$ cat config.mk
export PLATFORM = sky130hd
export DESIGN_NAME = if_prefetch_stage
export DESIGN_NICKNAME = d
export VERILOG_FILES = /design/src/rtl/if_prefetch_stage.sv
export SDC_FILE = /design/constraint.sdc
export NUM_CORES = 1
export LEC_CHECK = 0
export BUFFER_PORTS_ARGS = -buffer_cell sky130_fd_sc_hd__buf_2
export CAP_MARGIN = 10
export CORE_UTILIZATION = 55
export CTS_CLUSTER_DIAMETER = 100
export CTS_CLUSTER_SIZE = 24
export DETAILED_ROUTE_END_ITERATION = 10
export PLACE_DENSITY = 0.81
export RECOVER_POWER = 50
export SETUP_SLACK_MARGIN = 0.5
export SLEW_MARGIN = 20
export SYNTH_ARGS = -nofsm -noshare
export SYNTH_HDL_FRONTEND = slang
export SYNTH_SLANG_ARGS = --single-unit
export TNS_END_PERCENT = 50
$ cat constraint.sdc
create_clock -name cpu_clk_50M -period 5.9 [get_ports cpu_clk_50M]
set_input_delay 0.59 -clock cpu_clk_50M [delete_from_list [all_inputs] [get_ports cpu_clk_50M]]
set_output_delay 0.59 -clock cpu_clk_50M [all_outputs]
set_load 0.01 [all_outputs]
$ cat src/rtl/if_prefetch_stage.sv
// if_prefetch_stage: pipelined instruction fetch with an in-order prefetch buffer and redirect/kill handling.
// Define IF_PREDECODE_EN to enable predecode-driven predicted-jump redirects.
module if_prefetch_stage #(
  parameter int                 ADDR_W          = 64,
  parameter int                 INST_W          = 32,
  parameter int                 DATA_W          = 64,
  parameter int                 FIFO_DEPTH      = 4,
  parameter int                 MAX_OUTSTANDING = 2,
  parameter logic [ADDR_W-1:0]  PC_RESET        = 'h80000000
) (
  input  logic              cpu_clk_50M,
  input  logic              cpu_rst,
  output logic              req_valid,
  input  logic              req_ready,
  output logic [ADDR_W-1:0] req_addr,
  input  logic              resp_valid,
  input  logic [DATA_W-1:0] resp_data,
  input  logic              flush,
  input  logic [ADDR_W-1:0] flush_addr,
  input  logic              excep_flush,
  input  logic [ADDR_W-1:0] excep_flush_pc,
  output logic [ADDR_W-1:0] pred_pc_o,
  input  logic              pred_jump_ena,
  input  logic [ADDR_W-1:0] pred_target,
  output logic              id_valid,
  input  logic              id_ready,
  output logic [ADDR_W-1:0] id_pc,
  output logic [INST_W-1:0] id_inst,
  output logic              id_pred_jump,
  output logic [ADDR_W-1:0] id_pred_target
);
  localparam int CNT_W = $clog2(FIFO_DEPTH + 1);
  localparam int FP_W  = $clog2(FIFO_DEPTH);
  localparam int PQ_W  = (MAX_OUTSTANDING > 1) ? $clog2(MAX_OUTSTANDING) : 1;

  logic [ADDR_W-1:0] fetch_pc;
  logic [CNT_W-1:0]  outstanding, outstanding_nxt, count, kill_cnt;
  logic [CNT_W:0]    in_use;
  logic [FP_W-1:0]   wr_ptr, rd_ptr;
  logic [PQ_W-1:0]   pq_wr, pq_rd;
  logic [ADDR_W-1:0] pc_q [MAX_OUTSTANDING];
  logic [ADDR_W-1:0] fifo_pc [FIFO_DEPTH];
  logic [INST_W-1:0] fifo_inst [FIFO_DEPTH];
  logic              fifo_pj [FIFO_DEPTH];
  logic [ADDR_W-1:0] fifo_pt [FIFO_DEPTH];

  logic              resp_accept, resp_live, hard_redirect, pred_take, redirect;
  logic              issue, push, pop;
  logic [ADDR_W-1:0] redirect_pc;

  function automatic logic [PQ_W-1:0] pq_next(input logic [PQ_W-1:0] p);
    return (p == PQ_W'(MAX_OUTSTANDING - 1)) ? '0 : p + 1'b1;
  endfunction

  // A response with nothing outstanding is stale (e.g. issued before a reset) and is ignored.
  assign resp_accept   = resp_valid && (outstanding != '0);
  assign resp_live     = resp_accept && (kill_cnt == '0);
  assign hard_redirect = excep_flush || flush;

`ifdef IF_PREDECODE_EN
  logic [6:0] resp_opcode;
  logic       resp_is_cti;
  assign resp_opcode = resp_data[6:0];
  assign resp_is_cti = (resp_opcode == 7'b1101111) || (resp_opcode == 7'b1100111) ||
                       (resp_opcode == 7'b1100011);
  assign pred_take   = resp_live && !hard_redirect && resp_is_cti && pred_jump_ena;
  assign pred_pc_o   = (outstanding != '0) ? pc_q[pq_rd] : '0;
`else
  logic unused_pred;
  assign unused_pred = pred_jump_ena;
  assign pred_take   = 1'b0;
  assign pred_pc_o   = '0;
`endif

  generate
    if (DATA_W > INST_W) begin : g_unused_hi
      logic unused_resp_hi;
      assign unused_resp_hi = ^resp_data[DATA_W-1:INST_W];
    end
  endgenerate

  assign redirect = hard_redirect || pred_take;

  always_comb begin
    redirect_pc = pred_target;
    if (excep_flush)
      redirect_pc = excep_flush_pc;
    else if (flush)
      redirect_pc = flush_addr;
  end

  // Slots are reserved at issue so every accepted response finds FIFO room.
  assign in_use    = {1'b0, outstanding} + {1'b0, count};
  assign req_valid = !cpu_rst && !redirect &&
                     (outstanding < CNT_W'(MAX_OUTSTANDING)) &&
                     (in_use < (CNT_W+1)'(FIFO_DEPTH));
  assign req_addr  = fetch_pc;
  assign issue     = req_valid && req_ready;
  assign push      = resp_live && !hard_redirect;
  assign id_valid  = (count != '0);
  assign pop       = id_valid && id_ready && !hard_redirect;

  assign outstanding_nxt = outstanding + CNT_W'(issue) - CNT_W'(resp_accept);

  always_ff @(posedge cpu_clk_50M or posedge cpu_rst) begin
    if (cpu_rst) begin
      fetch_pc    <= PC_RESET;
      outstanding <= '0;
      count       <= '0;
      kill_cnt    <= '0;
      wr_ptr      <= '0;
      rd_ptr      <= '0;
      pq_wr       <= '0;
      pq_rd       <= '0;
    end else begin
      outstanding <= outstanding_nxt;
      if (redirect)
        fetch_pc <= redirect_pc;
      else if (issue)
        fetch_pc <= fetch_pc + ADDR_W'(4);
      // Every request still in flight after a redirect is stale, including ones already marked.
      if (redirect)
        kill_cnt <= outstanding_nxt;
      else if (resp_accept && (kill_cnt != '0))
        kill_cnt <= kill_cnt - 1'b1;
      if (issue)
        pq_wr <= pq_next(pq_wr);
      if (resp_accept)
        pq_rd <= pq_next(pq_rd);
      if (hard_redirect) begin
        count  <= '0;
        wr_ptr <= '0;
        rd_ptr <= '0;
      end else begin
        count <= count + CNT_W'(push) - CNT_W'(pop);
        if (push)
          wr_ptr <= wr_ptr + 1'b1;
        if (pop)
          rd_ptr <= rd_ptr + 1'b1;
      end
    end
  end

  always_ff @(posedge cpu_clk_50M) begin
    if (issue)
      pc_q[pq_wr] <= fetch_pc;
    if (push) begin
      fifo_pc[wr_ptr]   <= pc_q[pq_rd];
      fifo_inst[wr_ptr] <= resp_data[INST_W-1:0];
      fifo_pj[wr_ptr]   <= pred_take;
      fifo_pt[wr_ptr]   <= pred_take ? pred_target : '0;
    end
  end

  assign id_pc          = id_valid ? fifo_pc[rd_ptr]   : '0;
  assign id_inst        = id_valid ? fifo_inst[rd_ptr] : '0;
  assign id_pred_jump   = id_valid ? fifo_pj[rd_ptr]   : 1'b0;
  assign id_pred_target = id_valid ? fifo_pt[rd_ptr]   : '0;

  a_outstanding_lim: assert property (@(posedge cpu_clk_50M) disable iff (cpu_rst)
    outstanding <= CNT_W'(MAX_OUTSTANDING));
  a_count_lim: assert property (@(posedge cpu_clk_50M) disable iff (cpu_rst)
    count <= CNT_W'(FIFO_DEPTH));
endmodule

==> results.md <==
- The number of hold violations in the final report is 0.
- The run finished, with violations left.
- The largest net degree at the start of global routing is 100.
- The final critical delay including setup and external delays is 4.27 ns.
- The total negative slack for setup checks is 0 ns.
- The cell family with the largest share of critical-path delay is simple AND/OR/NAND/NOR gates.
- For this design the top-level I/O count stands at 555.
- The final total power is 0.00815 W.
- The number of antenna violations at the first check in global routing is 6.
- The floorplan row count is 78.
- The number of global-route vias before repair was between 10000 and 15000.
- In the final routed layout, each cell accounts on average for 24.3 um.
- For the worst setup path, the data required time is between 6 and 7 ns.
- Sequential elements use 67.9% of the synthesized area.
- Summed over its instances, the top area cell type makes up 60.1% of the synthesized netlist area.
- The worst setup path is of the input pin to flip-flop kind.
- The worst setup path is captured at a flip-flop.
- The number of buffers inserted by port buffering is 328.
- The cell area that synthesis handed to floorplanning was 0.0256 mm2.
- The top flip-flop cell by instance count after synthesis is sky130_fd_sc_hd__edfxtp_1.
- Traced cell by cell, the critical path runs through buf_2 -> nor2_4 -> and3_1 -> buf_4.
- The commonest cells after synthesis are sky130_fd_sc_hd__edfxtp_1, sky130_fd_sc_hd__buf_4, sky130_fd_sc_hd__and2_1.
- The die area is ~0.047 mm2.
- The slowest stage of the critical path belongs to the cell sky130_fd_sc_hd__and3_1.
- The number of vias in the routed layout is 15359.
- The count of antenna-violating nets left after detailed routing is 0.
- Wires add up to 61600 um.
- The synthesized netlist cell count is around 1600.
- The worst register-to-register path has a setup slack of ~1.7 ns.
- The clock tree buffer depth is 3.
- The leading cell type by number of instances after synthesis is sky130_fd_sc_hd__edfxtp_1.
- After detailed routing, the number of vias per cell comes to 6.05.
- Hold is met by 0.211 ns.
- After the first detailed-routing iteration, the DRC count stood at 1658.
- The fraction of registers with async set or reset after synthesis is 13.4%.
- Counting flops with a built-in enable in the synthesized netlist gives between 500 and 600.
- The floorplan step set the die height to 218 um.
- After clock tree synthesis, the repair step resized 0 gates.
- The cell at the root of the clock tree is sky130_fd_sc_hd__clkbuf_16.
- The largest total area in the synthesized netlist belongs to sky130_fd_sc_hd__edfxtp_1.
- In this run the static leakage power is 9.94 nW.
- The pre-antenna-repair detailed-routing pass consisted of 8 iterations.
- At the pin with the least slew margin, the transition time is 3.40 ns.
- The effective utilization at floorplan is 56.1%.
- TritonCTS built the clock tree.
- The total overflow left after global routing is 0.
- The number of placed instances, taps included, is 2482.
- The final weighted congestion in routability-driven placement is 0.836.
- The fill cell total of the finished layout is 3370.
- The arrival time of data at the critical path endpoint is 4.49 ns.
- The worst IR drop on VDD is 0.220 mV.
- The first global-routing pass estimated 91600 um of wire.
- The final non-filler cell area is 0.0281 mm2.
- At the later pin of the worst-skew pair, clock insertion delay measures 0.60 ns.
- The met2 global-route usage is 43.0%.
- The largest stage delay on the critical path is between 2 and 2.5 ns.
- The checks that failed: capacitance limit, slew limit.
- During synthesis, Yosys emitted a total of 0 warnings.
- The global-route track usage on met3 is 3.36%.
- The floorplan step set the die width to 218 um.
- In the global route stage, overall resource usage came out at 26.0%.
- The number of buffers added for setup after CTS is 0.
- In the routed design, unresolved DRC markers number 0.
- The upper clock frequency limit is 0.234 GHz.
- The final setup skew is 0.0241 ns.
- The clock transition at the registers of the reported paths is 0.09 ns.
- The worst relative slew slack is -126%.
- The number of storage elements in the synthesis netlist is around 590.
- The share of the clock period used by the worst path is about 72%.
- Setup repair after global routing left no endpoint under its margin.
- In this run the worst path has a maximum fanout of 42.
- In the post-synthesis netlist, the biggest area contributors are sky130_fd_sc_hd__edfxtp_1, sky130_fd_sc_hd__mux4_2, sky130_fd_sc_hd__dfrtp_1.
- Setup violations remaining at the end of the flow were counted as 0.
- Counting both buffers and inverters, the worst setup path holds a total of 2.
- CTS built an H-tree with a depth of 1.
- The startpoint type of the worst setup path is an input pin.
- For this run, the post-layout net count is 2193.
- The post-synthesis to final-layout area growth is 10.0%.
- The global routing stage identified its most utilized layer as met2.
- The reported max-cap violation count is 2.
- The number of buffers inserted for hold repair after clock tree synthesis is 0.
- After detailed placement, the total cell area comes to 0.0274 mm2.
- The sum of net half-perimeters after detailed placement is approximately 41000 um.
- Averaged over all synthesized cells, the footprint is ~16 um2.
- After floorplanning, the core was sized to cover 0.0456 mm2.
- The clock sink count is 591.
- After the flow finishes, the layout carries non-filler instances totaling between 2000 and 3000.
- The power per unit of standard cell area is just under 300 mW/mm2.
- Cells with a size suffix above 1 make up about a fifth of the layout.
- Counting the buffers created by CTS gives 28.
- The met1 demand-to-capacity share in global routing is a little over a third.
- The number of library cell types mapped by synthesis is 60.
- The final count of pins violating max slew is approximately 110.
- The path class of the tightest hold or removal check is input pin to flip-flop.
-- worst reg2reg max path, stage by stage (launching register included) --
cell and delay, ns:
sky130_fd_sc_hd__dfrtp_1 0.44, sky130_fd_sc_hd__o31ai_1 0.15, sky130_fd_sc_hd__inv_1 0.15, sky130_fd_sc_hd__and3_1 0.34, sky130_fd_sc_hd__and3_1 2.04, sky130_fd_sc_hd__buf_4 0.74
-- worst paths after layout --
check,endpoint,cells after the start,startpoint
worst max-delay path,fifo_inst[0][3],4,flush
worst min-delay path,req_addr[8],3,excep_flush_pc[8]
worst max register to register,fifo_inst[0][3],5,outstanding[1]
worst min register to register,pq_wr,1,pq_wr
max in group asynchronous,rd_ptr[0],3,cpu_rst
min in group asynchronous,req_addr[17],2,cpu_rst
-- sequential cells by signal, summed over array words and instances (netlist names) --
signal / flops
fifo_pc: 256
fifo_inst: 128
pc_q: 128
req_addr: 64
count: 3
kill_cnt: 3
outstanding: 3
rd_ptr: 2
wr_ptr: 2
pq_rd: 1
pq_wr: 1
-- through the flow --
step                      worst slack (ns)  utilization, %
final                                 1.63            61.7
after global routing                  1.41            61.7
after CTS                             2.04            62.0
after detailed placement              2.27            60.1
after global placement                2.28            60.1
after floorplan                       1.17               -
-- report_power, final --
group          leakage [nW]  switching (W)  total (W)  internal, W
clock network         0.401        0.00122    0.00219     0.000976
logic                  3.92       0.000522   0.000889     0.000367
registers              5.62       0.000270    0.00507      0.00480
total                  9.94        0.00201    0.00815      0.00614
-- cells in the final DEF (no fill, tap or decap), types with 51 or more instances in the layout --
cell                       netlist  final
sky130_fd_sc_hd__clkbuf_1       66    119
sky130_fd_sc_hd__mux4_2         96     96
sky130_fd_sc_hd__a21oi_1        55     55
sky130_fd_sc_hd__conb_1          1    129
sky130_fd_sc_hd__mux2_1          0     64
sky130_fd_sc_hd__buf_2           3    230
sky130_fd_sc_hd__nand2_1        62     62
sky130_fd_sc_hd__and2_1        104    103
sky130_fd_sc_hd__nor2_1         52     51
sky130_fd_sc_hd__dfrtp_1        78     76
sky130_fd_sc_hd__edfxtp_1      512    512
-- layout make-up --
type | instances | area [um2] | area share [%]
clock buffer | 50 | 805 | 2.86
antenna | 2 | 5.00 | 0.0178
multi-input combinational | 909 | 7330 | 26.1
tap | 600 | 751 | 2.67
sequential | 591 | 17400 | 61.7
timing repair buffer | 351 | 1720 | 6.13
inverter | 32 | 121 | 0.431
clock inverter | 2 | 36.3 | 0.129
-- cell families (layout without fill, tap and decap cells) --
group | after synthesis | count (layout) | synth area share, %
buffers and inverters | 242 | 435 | 5.46
DFF | 591 | 591 | 67.9
other | 1 | 131 | 0.0147
adders and majority gates | 16 | 16 | 0.842
and+or+nand+nor | 345 | 345 | 7.48
xor gates and xnor gates | 12 | 12 | 0.411
AOI/OAI and AO/OA | 239 | 239 | 6.34
muxes | 168 | 168 | 11.6
-- layer usage --
| layer | vias up | share of wire [%] |
|---|---|---|
| met5 | - | 0.016 |
| met2 | 848 | 49 |
| li1 | 6607 | - |
| met1 | 7758 | 39 |
| met3 | 144 | 7.7 |
| met4 | 2 | 4.0 |
(Power assumes the default switching activity.)
